===== config.mk =====
export PLATFORM = sky130hd
export DESIGN_NAME = fetch_decode_stage_flat
export DESIGN_NICKNAME = d
export VERILOG_FILES = /design/src/rtl/core_pkg.sv /design/src/rtl/fetch_decode_stage_if.sv /design/src/rtl/pipe_reg_enc.sv /design/src/rtl/fetch_decode_stage.sv /design/src/flat_wrapper.sv
export SDC_FILE = /design/constraint.sdc
export NUM_CORES = 1
export LEC_CHECK = 0
export ABC_AREA = 1
export CAP_MARGIN = 20
export CORE_MARGIN = 1.5
export CORE_UTILIZATION = 40
export DETAILED_ROUTE_END_ITERATION = 10
export DONT_BUFFER_PORTS = 1
export GPL_TIMING_DRIVEN = 0
export MAX_ROUTING_LAYER = met4
export SETUP_SLACK_MARGIN = 0.4
export SYNTH_ARGS = -nofsm -noshare
export SYNTH_HDL_FRONTEND = slang
export SYNTH_SLANG_ARGS = --single-unit

===== constraint.sdc =====
create_clock -name clk -period 1.83 [get_ports clk]
set_input_delay 0.366 -clock clk [delete_from_list [all_inputs] [get_ports clk]]
set_output_delay 0.366 -clock clk [all_outputs]
set_load 0.01 [all_outputs]

===== src/rtl/core_pkg.sv =====
// Shared constants for the pipelined ARM core front end.
package core_pkg;

  // MOV r0, r0: the architectural no-op injected as a pipeline bubble.
  localparam logic [31:0] NOP_INSTR            = 32'hE1A0_0000;
  localparam logic [31:0] PC_INC               = 32'd4;
  // R15 reads as the instruction address plus eight on this core.
  localparam logic [31:0] R15_OFFSET           = 32'd8;
  localparam logic [31:0] DEFAULT_RESET_VECTOR = 32'h0000_0000;

endpackage


===== src/rtl/fetch_decode_stage_if.sv =====
// Hazard, redirect, instruction-memory and Decode-side signals of the fetch stage.
interface fetch_decode_stage_if #(
  parameter int unsigned CNT_W = 16
) ();

  logic             StallF;
  logic             StallD;
  logic             FlushD;
  logic             PCSrcW;
  logic             BranchE;
  logic             CondEx;
  logic [31:0]      ALUResultE;
  logic [31:0]      ResultW;
  logic [31:0]      InstrF;
  logic             cnt_clr;
  logic [31:0]      PCF;
  logic [31:0]      InstrD;
  logic [31:0]      PCPlus8D;
  logic             ValidD;
  logic [CNT_W-1:0] StallCnt;
  logic [CNT_W-1:0] FlushCnt;

  // Surrounding pipeline / instruction memory side.
  modport master (
    output StallF, StallD, FlushD, PCSrcW, BranchE, CondEx,
    output ALUResultE, ResultW, InstrF, cnt_clr,
    input  PCF, InstrD, PCPlus8D, ValidD, StallCnt, FlushCnt
  );

  // Fetch stage side.
  modport slave (
    input  StallF, StallD, FlushD, PCSrcW, BranchE, CondEx,
    input  ALUResultE, ResultW, InstrF, cnt_clr,
    output PCF, InstrD, PCPlus8D, ValidD, StallCnt, FlushCnt
  );

endinterface


===== src/rtl/pipe_reg_enc.sv =====
// Pipeline flop with async reset, synchronous clear and load enable.
// Clear beats enable so a flush overrides a stall.
module pipe_reg_enc #(
  parameter int unsigned      Width    = 32,
  parameter logic [Width-1:0] ResetVal = '0
) (
  input  logic             clk,
  input  logic             rst_n,
  input  logic             en_i,
  input  logic             clr_i,
  input  logic [Width-1:0] d_i,
  output logic [Width-1:0] q_o
);

  logic [Width-1:0] data_d;
  logic [Width-1:0] data_q;

  // Next value: clear to the reset value, else load when enabled, else hold.
  always_comb begin
    data_d = data_q;
    if (clr_i) begin
      data_d = ResetVal;
    end else if (en_i) begin
      data_d = d_i;
    end
  end

  // State register.
  always_ff @(posedge clk or negedge rst_n) begin
    if (!rst_n) begin
      data_q <= ResetVal;
    end else begin
      data_q <= data_d;
    end
  end

  assign q_o = data_q;

endmodule


===== src/rtl/fetch_decode_stage.sv =====
// Fetch stage: PC register, next-PC select and IF/ID pipeline register,
// plus saturating stall/flush event counters for performance debug.
module fetch_decode_stage
  import core_pkg::*;
#(
  parameter logic [31:0] RESET_VECTOR = DEFAULT_RESET_VECTOR,
  parameter int unsigned CNT_W        = 16
) (
  input logic                 clk,
  input logic                 rst_n,
  fetch_decode_stage_if.slave bus
);

  localparam logic [31:0] PcfResetVal = {RESET_VECTOR[31:2], 2'b00};
  localparam logic [CNT_W-1:0] CntMax = {CNT_W{1'b1}};

  logic        branch_taken;
  logic        redirect;
  logic        pcf_en;
  logic [31:0] pcf;
  logic [31:0] pc_next;
  logic [31:0] pc_plus8;
  logic        ifid_en;

  logic [CNT_W-1:0] stall_cnt_d, stall_cnt_q;
  logic [CNT_W-1:0] flush_cnt_d, flush_cnt_q;

  assign branch_taken = bus.BranchE & bus.CondEx;
  assign redirect     = branch_taken | bus.PCSrcW;
  // A redirect must land even during a load-use stall, or it would be lost.
  assign pcf_en       = ~bus.StallF | redirect;
  assign ifid_en      = ~bus.StallD;
  assign pc_plus8     = pcf + R15_OFFSET;

  // Next-PC select: branch target beats writeback, which beats sequential fetch.
  always_comb begin
    pc_next = pcf + PC_INC;
    if (branch_taken) begin
      pc_next = bus.ALUResultE;
    end else if (bus.PCSrcW) begin
      pc_next = bus.ResultW;
    end
    pc_next[1:0] = 2'b00;
  end

  pipe_reg_enc #(
    .Width    (32),
    .ResetVal (PcfResetVal)
  ) u_pcf (
    .clk   (clk),
    .rst_n (rst_n),
    .en_i  (pcf_en),
    .clr_i (1'b0),
    .d_i   (pc_next),
    .q_o   (pcf)
  );

  pipe_reg_enc #(
    .Width    (32),
    .ResetVal (NOP_INSTR)
  ) u_instr_d (
    .clk   (clk),
    .rst_n (rst_n),
    .en_i  (ifid_en),
    .clr_i (bus.FlushD),
    .d_i   (bus.InstrF),
    .q_o   (bus.InstrD)
  );

  pipe_reg_enc #(
    .Width    (32),
    .ResetVal (32'h0)
  ) u_pc_plus8_d (
    .clk   (clk),
    .rst_n (rst_n),
    .en_i  (ifid_en),
    .clr_i (bus.FlushD),
    .d_i   (pc_plus8),
    .q_o   (bus.PCPlus8D)
  );

  pipe_reg_enc #(
    .Width    (1),
    .ResetVal (1'b0)
  ) u_valid_d (
    .clk   (clk),
    .rst_n (rst_n),
    .en_i  (ifid_en),
    .clr_i (bus.FlushD),
    .d_i   (1'b1),
    .q_o   (bus.ValidD)
  );

  // Counter next state: clear wins, otherwise count the event until saturated.
  always_comb begin
    stall_cnt_d = stall_cnt_q;
    flush_cnt_d = flush_cnt_q;
    if (bus.cnt_clr) begin
      stall_cnt_d = '0;
      flush_cnt_d = '0;
    end else begin
      if (bus.StallD && (stall_cnt_q != CntMax)) begin
        stall_cnt_d = stall_cnt_q + 1'b1;
      end
      if (bus.FlushD && (flush_cnt_q != CntMax)) begin
        flush_cnt_d = flush_cnt_q + 1'b1;
      end
    end
  end

  // Counter registers.
  always_ff @(posedge clk or negedge rst_n) begin
    if (!rst_n) begin
      stall_cnt_q <= '0;
      flush_cnt_q <= '0;
    end else begin
      stall_cnt_q <= stall_cnt_d;
      flush_cnt_q <= flush_cnt_d;
    end
  end

  assign bus.PCF      = pcf;
  assign bus.StallCnt = stall_cnt_q;
  assign bus.FlushCnt = flush_cnt_q;

endmodule


===== src/flat_wrapper.sv =====
// flat-port wrapper written by rule: the top's interface ports become plain ports
module fetch_decode_stage_flat import core_pkg::*;
#(
  parameter logic [31:0] RESET_VECTOR = DEFAULT_RESET_VECTOR,
  parameter int unsigned CNT_W        = 16
)
  (clk, rst_n, bus_StallF, bus_StallD, bus_FlushD, bus_PCSrcW, bus_BranchE, bus_CondEx, bus_ALUResultE, bus_ResultW, bus_InstrF, bus_cnt_clr, bus_PCF, bus_InstrD, bus_PCPlus8D, bus_ValidD, bus_StallCnt, bus_FlushCnt);
  fetch_decode_stage_if #(.CNT_W(CNT_W)) bus_i ();
  input logic clk;
  input logic rst_n;
  input wire logic [$bits(bus_i.StallF)-1:0] bus_StallF;
  input wire logic [$bits(bus_i.StallD)-1:0] bus_StallD;
  input wire logic [$bits(bus_i.FlushD)-1:0] bus_FlushD;
  input wire logic [$bits(bus_i.PCSrcW)-1:0] bus_PCSrcW;
  input wire logic [$bits(bus_i.BranchE)-1:0] bus_BranchE;
  input wire logic [$bits(bus_i.CondEx)-1:0] bus_CondEx;
  input wire logic [$bits(bus_i.ALUResultE)-1:0] bus_ALUResultE;
  input wire logic [$bits(bus_i.ResultW)-1:0] bus_ResultW;
  input wire logic [$bits(bus_i.InstrF)-1:0] bus_InstrF;
  input wire logic [$bits(bus_i.cnt_clr)-1:0] bus_cnt_clr;
  output wire logic [$bits(bus_i.PCF)-1:0] bus_PCF;
  output wire logic [$bits(bus_i.InstrD)-1:0] bus_InstrD;
  output wire logic [$bits(bus_i.PCPlus8D)-1:0] bus_PCPlus8D;
  output wire logic [$bits(bus_i.ValidD)-1:0] bus_ValidD;
  output wire logic [$bits(bus_i.StallCnt)-1:0] bus_StallCnt;
  output wire logic [$bits(bus_i.FlushCnt)-1:0] bus_FlushCnt;
  assign bus_i.StallF = bus_StallF;
  assign bus_i.StallD = bus_StallD;
  assign bus_i.FlushD = bus_FlushD;
  assign bus_i.PCSrcW = bus_PCSrcW;
  assign bus_i.BranchE = bus_BranchE;
  assign bus_i.CondEx = bus_CondEx;
  assign bus_i.ALUResultE = bus_ALUResultE;
  assign bus_i.ResultW = bus_ResultW;
  assign bus_i.InstrF = bus_InstrF;
  assign bus_i.cnt_clr = bus_cnt_clr;
  assign bus_PCF = bus_i.PCF;
  assign bus_InstrD = bus_i.InstrD;
  assign bus_PCPlus8D = bus_i.PCPlus8D;
  assign bus_ValidD = bus_i.ValidD;
  assign bus_StallCnt = bus_i.StallCnt;
  assign bus_FlushCnt = bus_i.FlushCnt;
  fetch_decode_stage #(.RESET_VECTOR(RESET_VECTOR), .CNT_W(CNT_W)) u_core (.clk(clk), .rst_n(rst_n), .bus(bus_i));
endmodule

==> impl_summary.log <==
[metrics] status: finished with violations
[metrics] failing checks: design-rule violations, negative hold slack
[metrics] remaining number of nets flagged by the antenna check after routing: 0
[metrics] Final Power: 8.25 mW
[metrics] PortBufs: 0
[metrics] synth-to-layout area growth: 28.1%
[metrics] Critical Path AT: approximately 2000 ps
[metrics] final clock period utilization by the worst path: a little over nine tenths
[metrics] global-route wire length before repair: between 30000 and 40000 um
[metrics] largest incremental delay on the critical path: ~430 ps
[metrics] CTS tree: yes
[metrics] vias in the first global route: 7095
[metrics] post-detailed-placement half-perimeter wirelength: between 15000 and 20000 um
[metrics] antenna violations before repair: 0
[metrics] Max Root-Sink Buffers: 2
[metrics] GPL Wtd Cong: roughly 0.9
[metrics] maximum operating frequency: 0.580 GHz
[metrics] average via count per standard cell: between 5 and 6
[metrics] number of distinct library cells after synthesis: 47
[metrics] crit path kind: reg2reg
[metrics] I/O pin cnt: roughly 230
[metrics] Critical Path, Cell by Cell: buf_6 -> nand3_2 -> nor3_2 -> nand3_1 -> nor3_1 -> o21ai_1
[metrics] worst clock skew on the final layout: approximately 9.4 ps
[metrics] critical path capture point type: register
[metrics] RSZ-0062 raised after global routing: yes
[metrics] Detailed Route Iter0 Violations: around 450
[metrics] post-synthesis sequential area ratio: 41.9%
[metrics] sinks on the clock net: between 100 and 150
[metrics] number of standard cells after synthesis: 971
[metrics] cell at the slowest stage of the critical path: dfrtp_1
[metrics] Power Dens Cells: ~860 mW/mm2
[metrics] count of final max-slew check failures: 0
[metrics] clock input transition at the sequential cells of the worst setup and hold paths: ~60 ps
[metrics] synth cell count leaders: 227 x nand2_1, 130 x nor2_1, 119 x dfrtp_1
[metrics] max-cap check violation count: 0
[metrics] number of hold buffers added after CTS: 1
[metrics] area of the core region: 0.0181 mm2
[metrics] GRT Util Overall: 26.5%
[metrics] largest cells by area after synthesis: dfrtp_1 40%, nand2_1 11%, nor2_1 6.5%, nand3_1 4.2%, o21ai_0 3.3%
[metrics] combined area of all synthesized cells: ~0.0075 mm2
[metrics] clock buffer count from CTS: 17
[metrics] Starting Density: a little over 40%
[metrics] crit path setup slack, layout: approximately 110 ps
[metrics] Net count, final: between 1000 and 1500
[metrics] worst relative slew slack: 53.0%
[metrics] height of the chip: 140 um
[metrics] clock tree root buffer cell: clkbuf_16
[metrics] Worst IR Drop VDD: around 0.00067 V
[metrics] total overflow reported by the global router: 0
[metrics] Required @ worst endpoint: between 2000 and 2500 ps
[metrics] Period minus WS final: about 1700 ps
[metrics] Worst Hold Slack: -362 ps
[metrics] CTS H-tree depth: 4
[metrics] die footprint: 0.0195 mm2
[metrics] count of state elements after synthesis: around 130
[metrics] final routed wirelength across all metal layers: 25300 um
[metrics] layout cells sized above 1: approximately 32%
[metrics] DIE WIDTH: between 100 and 150 um
[metrics] number of warnings reported in the yosys synthesis log: 0
[metrics] setup TNS: 0 ps
[metrics] top fanout value on the critical path: 5
[metrics] via count of the routed design: ~7000
[metrics] mean area per synthesized cell: slightly below 8 um2
[metrics] Filler Cell Count: 1698
[metrics] pre-CTS worst setup slack: -135 ps
[metrics] number of placement rows: approximately 50
[metrics] nature of the critical path startpoint: register
[metrics] area share of the leading cell type in the synthesized netlist: between 30% and 40%
[metrics] Fin. Hold Viols: 125
[metrics] number of enable flip-flop cells after synthesis: 0
[metrics] top cell type by total area after synthesis: dfrtp_1
[metrics] Antenna Cells: 0
[metrics] area post-placement: roughly 0.0079 mm2
[metrics] most instantiated library cell after synthesis: nand2_1
[metrics] pin count of the biggest net entering global routing: roughly 130
[metrics] slew at the pin closest to its max-slew limit: about 700 ps
[metrics] number of iterations in the first detailed-routing pass: 8
[metrics] wire per inst: just under 20 um
[metrics] Async S/R FF share, synth: 100%
[metrics] Post-route DRC: 8
[metrics] leakage power of the design: 4.25 nW
[metrics] final count of negative-setup-slack endpoints: 0
[metrics] post-route design area: ~0.0096 mm2
[metrics] most used flip-flop cell after synthesis: dfrtp_1
[metrics] clock insertion delay at the later pin of the skew report: 420 ps
[metrics] type of the tightest min-delay check: in2async
[worst paths after layout]
path / startpoint / end / slack (ps) / cells after the start
max: u_core.u_pcf.q_o[5]$_DFFE_PN0P_ / u_core.u_pc_plus8_d.q_o[26]$_DFFE_PN0P_ / 110 / 6
min: rst_n / u_core.u_pcf.q_o[26]$_DFFE_PN0P_ / -360 / 0
max reg2reg: u_core.u_pcf.q_o[5]$_DFFE_PN0P_ / u_core.u_pc_plus8_d.q_o[26]$_DFFE_PN0P_ / 110 / 6
min reg2reg: u_core.u_pc_plus8_d.q_o[29]$_DFFE_PN0P_ / u_core.u_pc_plus8_d.q_o[29]$_DFFE_PN0P_ / 550 / 2
max in group asynchronous: rst_n / u_core.u_instr_d.q_o[30]$_DFFE_PN1P_ / 1910 / 0
min in group clk: bus_InstrF[13] / u_core.u_instr_d.q_o[13]$_DFFE_PN0P_ / 90 / 1
[state kept, by name (all words and copies together) (netlist names)]
register	flops
u_core.bus.FlushCnt	16
u_core.u_pcf.q_o	30
u_core.u_instr_d.q_o	32
u_core.u_pc_plus8_d.q_o	30
u_core.u_valid_d.q_o	1
u_core.bus.StallCnt	16
[repair_timing]
item | CTS | global route
buffers inserted | 37 | 12
resized for setup | 153 | 74
cloned | 3 | 0
endpoints found under the setup margin | 82 | 86
endpoints found under the hold margin | 126 | 125
pin swaps | 49 | 39
[critical path: cells and delay by family (launching register included)]
family | cells | cell delay [ps]
AO/OA/AOI/OAI | 1 | 100
buffers and inverters | 1 | 160
flip-flops | 1 | 430
AND/OR/NAND/NOR | 4 | 900
[logic make-up (layout without fill, tap and decap cells)]
family | count (synthesis) | in the layout | synth area share (%)
AO/OA/AOI/OAI | 179 | 179 | 15.4
XOR/XNOR | 22 | 22 | 2.68
adder cells (fa/ha/maj) | 4 | 4 | 0.669
buffers and inverters | 117 | 202 | 6.59
flip-flops | 125 | 125 | 41.9
other | 1 | 4 | 0.0501
AND/OR/NAND/NOR | 523 | 523 | 32.7
[through the flow]
step | hold slack, ps | std cells | util, %
3_5_place_dp | 73.6 | 1203 | 43.3
5_1_grt | -379 | 1288 | 52.8
3_3_place_gp | 73.7 | 1203 | 43.3
6_report | -362 | 1288 | 52.8
4_1_cts | -375 | 1276 | 50.8
2_1_floorplan | 70.4 | 974 | -
[layout by cell type (no fill, tap or decap), types with 25 or more instances in the layout]
| cell | count |
|---|---|
| inv_1 | 57 |
| o21ai_1 | 25 |
| nor2_4 | 25 |
| a21oi_1 | 42 |
| buf_4 | 38 |
| a22o_1 | 27 |
| dfrtp_1 | 77 |
| nand3_1 | 50 |
| nand2_1 | 190 |
| dfrtp_2 | 42 |
| nand2_4 | 25 |
| nand2_2 | 36 |
| nor2_1 | 117 |
[final cells by class]
class | count | area (um2) | area share (%)
tap | 229 | 287 | 2.99
clock inverter | 15 | 146 | 1.53
sequential | 125 | 3190 | 33.3
multi-input combinational | 732 | 4460 | 46.6
inverter | 77 | 334 | 3.49
clock buffer | 17 | 425 | 4.44
buffer | 40 | 218 | 2.27
timing repair buffer | 53 | 522 | 5.44
[metal layers]
layer | GRT usage (%) | share of wire (%)
met4 | 10.2 | 3.3
met1 | 30.6 | 40
met3 | 9.33 | 8.6
met5 | - | 0
met2 | 42.4 | 48
[power by group]
| group | switching [mW] | total (mW) | internal [mW] |
|---|---|---|---|
| Sequential | 0.523 | 3.52 | 3.00 |
| Combinational | 0.836 | 1.39 | 0.550 |
| Clock | 1.34 | 3.34 | 2.00 |
Power figures use the tool's default switching activity.
==> variant 1 (same flow settings) <==
`CNT_W` is set to 16 in 3 places; all go to 18.
--- a/src/rtl/fetch_decode_stage_if.sv
+++ b/src/rtl/fetch_decode_stage_if.sv
@@ -1,6 +1,6 @@
 // Hazard, redirect, instruction-memory and Decode-side signals of the fetch stage.
 interface fetch_decode_stage_if #(
-  parameter int unsigned CNT_W = 16
+  parameter int unsigned CNT_W = 18
 ) ();
 
   logic             StallF;
--- a/src/rtl/fetch_decode_stage.sv
+++ b/src/rtl/fetch_decode_stage.sv
@@ -4,7 +4,7 @@
   import core_pkg::*;
 #(
   parameter logic [31:0] RESET_VECTOR = DEFAULT_RESET_VECTOR,
-  parameter int unsigned CNT_W        = 16
+  parameter int unsigned CNT_W        = 18
 ) (
   input logic                 clk,
   input logic                 rst_n,
--- a/src/flat_wrapper.sv
+++ b/src/flat_wrapper.sv
@@ -2,7 +2,7 @@
 module fetch_decode_stage_flat import core_pkg::*;
 #(
   parameter logic [31:0] RESET_VECTOR = DEFAULT_RESET_VECTOR,
-  parameter int unsigned CNT_W        = 16
+  parameter int unsigned CNT_W        = 18
 )
   (clk, rst_n, bus_StallF, bus_StallD, bus_FlushD, bus_PCSrcW, bus_BranchE, bus_CondEx, bus_ALUResultE, bus_ResultW, bus_InstrF, bus_cnt_clr, bus_PCF, bus_InstrD, bus_PCPlus8D, bus_ValidD, bus_StallCnt, bus_FlushCnt);
   fetch_decode_stage_if #(.CNT_W(CNT_W)) bus_i ();
Interface: changed (resized bus_FlushCnt and bus_StallCnt); port bits go from 234 to 238. No check against the original RTL was run, so the function may have changed too.
==> variant 1 against the unedited design <==
The flow finishes with violations (design-rule violations, negative hold slack, negative setup slack); sequential cell count increased by 4; routed wire length is 13% higher; cell area up 8.6%; total power rose by 7.0%; clock skew is 6.1 ps higher; clock power is 9.0% higher; worst setup slack got worse by 140 ps; synthesized cell count increased by 3.6%; largest cell class unchanged; count of clock-buffer cells in the layout is 2 higher; combinational power increased by 13%; cell count is 4.6% higher; maximum frequency shrank 7.7%; area after synthesis decreased by 0.22%.
==> variant 1: results (changes against the unedited design) <==
Status: finished with violations (unchanged)
Failing checks: design-rule violations, negative hold slack, negative setup slack (was design-rule violations, negative hold slack)
Data arrival, critical path: 2230 ps (was 2010 ps)
Vias per std cell: 5.759 (was 5.560)
Post-CTS setup buffer count: 52 (was 37)
End point of the critical path: u_core.u_pcf.q_o[19] (was u_core.u_pc_plus8_d.q_o[26])
Total wire length: 28,600 microns (was 25,290 microns)
Largest net degree at the start of global routing: 130 (was 126)
Vias in the first global route: 7,246 (was 7,095)
Synth area leaders: dfrtp_1 (41%), nand2_1 (15%), nor2_1 (7.3%) (was dfrtp_1 (40%), nand2_1 (11%), nor2_1 (6.5%))
Metal1 wirelength: 11,800 microns (was 10,040 microns)
Hold Slack: -368.1 ps (was -362.0 ps)
FILL cells: 1,644 (was 1,698)
CP max-delay cell: dfrtp_2 (was dfrtp_1)
Post_cts resized: 232 (was 153)
Dpl cells: 1,238 (was 1,203)
Met1 Track Usage GR: 0.3739 (was 0.3058)
Dpl hpwl: 19,060 microns (was 18,100 microns)
Final Hold Fails: 129 (was 125)
Final Setup Violations: 3 (was 0)
Seq pwr: 3610 uW (was 3520 uW)
DR WL/cell: 21.23 microns (was 19.64 microns)
DRC: 21 (was 8)
Post-synth top cells: nand2_1 (290), nor2_1 (145), dfrtp_1 (123), nand3_1 (66), inv_1 (63) (was nand2_1 (227), nor2_1 (130), dfrtp_1 (119), inv_1 (63), nand3_1 (63))
GP Congestion: 0.9483 (was 0.9229)
Gr usage total: 0.2897 (was 0.2651)
Worst Slack Setup Final: -38.53 ps (was 105.5 ps)
==> variant 1: stage by stage <==
stage | TNS, ps | cell area (sq um) | util | worst slack (ps)
finish | -48.90 | 10400 | 0.5732 | -38.53
global route | -465.4 | 10400 | 0.5732 | -86.39
CTS | 0 | 9617 | 0.5299 | 91.61
detailed placement | -578.1 | 7871 | 0.4337 | -117.3
global placement | -390.8 | 7871 | 0.4337 | -100.7
floorplan | 0 | 7585 | - | 281.3
==> variant 1: final cells by class <==
| type | count | area share |
|---|---|---|
| Clock buffer | 19 | 0.04162 |
| Buffer | 44 | 0.02333 |
| Sequential cell | 129 | 0.3160 |
| Tap cell | 229 | 0.02754 |
| Clock inverter | 13 | 0.01756 |
| Inverter | 66 | 0.02670 |
| Multi-Input combinational cell | 770 | 0.4747 |
| Timing Repair Buffer | 77 | 0.07253 |
==> variant 2 (config.mk and constraints unchanged) <==
Made on the original files. Make the reset (`rst_n`) synchronous in 2 clocked blocks. Comments in the files are not updated.
--- a/src/rtl/pipe_reg_enc.sv
+++ b/src/rtl/pipe_reg_enc.sv
@@ -26,7 +26,7 @@
   end
 
   // State register.
-  always_ff @(posedge clk or negedge rst_n) begin
+  always_ff @(posedge clk) begin
     if (!rst_n) begin
       data_q <= ResetVal;
     end else begin
--- a/src/rtl/fetch_decode_stage.sv
+++ b/src/rtl/fetch_decode_stage.sv
@@ -109,7 +109,7 @@
   end
 
   // Counter registers.
-  always_ff @(posedge clk or negedge rst_n) begin
+  always_ff @(posedge clk) begin
     if (!rst_n) begin
       stall_cnt_q <= '0;
       flush_cnt_q <= '0;
Formal check against the unedited RTL: differs if rst_n is asserted again (counterexample within 4 cycles, from zero or initial values and one cycle with rst_n low); with rst_n held inactive, the same outputs for 4 cycles.
==> variant 2 against the unedited design <==
Worst setup slack improved by 40 ps; sequential cell count unchanged; total power is 9.0% lower; cell area fell by 0.76%; area after synthesis shrank 5.1%; routed wire length is 3.9% lower; global-route usage is 0.50 points lower; maximum frequency is 2.4% higher; largest power group is now the clock network.
==> variant 2: results (changes against the unedited design) <==
Status: finished clean (was finished with violations)
Layout cell share with drive strength beyond 1: 0.3112 (was 0.3229)
Leakage: 0.003879 uW (was 0.004253 uW)
TritonRoute pass-1 iters: 4 (was 8)
Post-synthesis compound-gate area fraction: 0.1459 (was 0.1541)
Largest net degree at the start of global routing: 17 (was 126)
Initial DRC count: 396 (was 452)
VDD IR max: 604.0 uV (was 670.7 uV)
Vias per std cell: 5.205 (was 5.560)
Worst slack, placed: -182.5 ps (was -135.4 ps)
Terminus of the critical flop-to-flop path: u_core.u_pcf.q_o[11] (was u_core.u_pc_plus8_d.q_o[26])
Synth area leaders: dfxtp_1 (35%), nand2_1 (14%), a21oi_1 (7.3%) (was dfrtp_1 (40%), nand2_1 (11%), nor2_1 (6.5%))
Post-synthesis sequential area ratio: 0.3524 (was 0.4192)
Worst Setup SP: u_core.u_pcf.q_o[3] (was u_core.u_pcf.q_o[5])
Post-synth top cells: nand2_1 (265), nor2_1 (129), dfxtp_1 (125), a21oi_1 (104), inv_1 (93) (was nand2_1 (227), nor2_1 (130), dfrtp_1 (119), inv_1 (63), nand3_1 (63))
Reg2Reg Launch Point: u_core.u_pcf.q_o[3] (was u_core.u_pcf.q_o[5])
Total wire length: 24,300 microns (was 25,290 microns)
Measured slew at the worst slew-check pin: 755.3 ps (was 704.7 ps)
CP max FO: 7 (was 5)
Primary FF master, synth: dfxtp_1 (was dfrtp_1)
Xor and xnor area share after synthesis: 0.05921 (was 0.02676)
Vias in the first global route: 6,602 (was 7,095)
Final nets: 1,242 (was 1,155)
Post-synth ARST share: 0 (was 1.000)
Worst reg-to-reg setup slack: 150 ps (was 110 ps)
Placed Area: 0.007493 sq mm (was 0.007865 sq mm)
GP Congestion: 0.9376 (was 0.9229)
Data arrival, critical path: 2040 ps (was 2010 ps)
HP Class: primary input to flop (was primary input to asynchronous set/reset pin)
Post-synthesis adder-cell area fraction: 0.007048 (was 0.006691)
Fin Clk Skew: 10.82 ps (was 9.435 ps)
Gr usage total: 0.2601 (was 0.2651)
## variant 2: worst max path at each step
| stage | end | slack [ps] | depth (start not counted) |
|---|---|---|---|
| finish | u_core.u_pcf.q_o[11] | 150 | 10 |
| global route | u_core.u_pcf.q_o[11] | 100 | 10 |
| detailed placement | u_core.bus.StallCnt[7] | -180 | 5 |
| global placement | u_core.bus.FlushCnt[11] | -170 | 5 |
| floorplan | u_core.bus.StallCnt[11] | 400 | 8 |
| CTS | u_core.u_pc_plus8_d.q_o[31] | 180 | 8 |
## variant 2: area by class of cell
cell class                      count  area [sq um]
Buffer                             50         257.7
Clock buffer                       26         541.8
Clock inverter                      4         73.82
Fill cell                        1664          7786
Inverter                           97         382.9
Multi-Input combinational cell    788          4805
Sequential cell                   125          2639
Tap cell                          225         281.5
Timing Repair Buffer               54         529.3
## variant 2: cells by family (layout without fill, tap and decap cells)
logic type,count (synthesis),after routing
flip-flops,125,125
XOR/XNOR,48,48
other,1,4
buffers and inverters,147,231
adder cells (fa/ha/maj),4,4
AO/OA/AOI/OAI,191,191
AND/OR/NAND/NOR,541,541
## variant 2: layer usage
layer | global-route usage | part of all wire
met3 | 0.08054 | 0.068
met1 | 0.3020 | 0.40
met4 | 0.07979 | 0.016
met5 | - | 0
met2 | 0.4296 | 0.51
## variant 2: report_power, final
part	leakage [uW]	total [uW]	switching, uW	internal, uW
combinational	0.00252	841	519	322
sequential	0.00105	3140	294	2840
clock	0.000303	3520	1220	2300
## variant 2: through the flow
step	setup TNS (ps)	cells	hold WS [ps]
after detailed placement	-4018	1285	498.7
after floorplan	0	1060	470.8
after CTS	0	1348	63.39
after global routing	0	1369	65.81
after global placement	-3830	1285	497.5
final	0	1369	76.45
## variant 2: what timing repair did
action | CTS | global route
resized for setup | 143 | 144
setup buffers | 30 | 20
setup endpoints to repair | 83 | 81
gates cloned | 3 | 1
pin swaps | 34 | 50
## variant 2: worst reg2reg max path, cell delays in order (launching register included)
cell and delay [ps]:
dfxtp_4 440, ha_4 200, clkinvlp_4 130, nor2_8 140
buf_4 170, nand4_1 110, nand2_1 100, nand2_1 70
nand2_1 90, nand2_1 50, a21oi_1 110
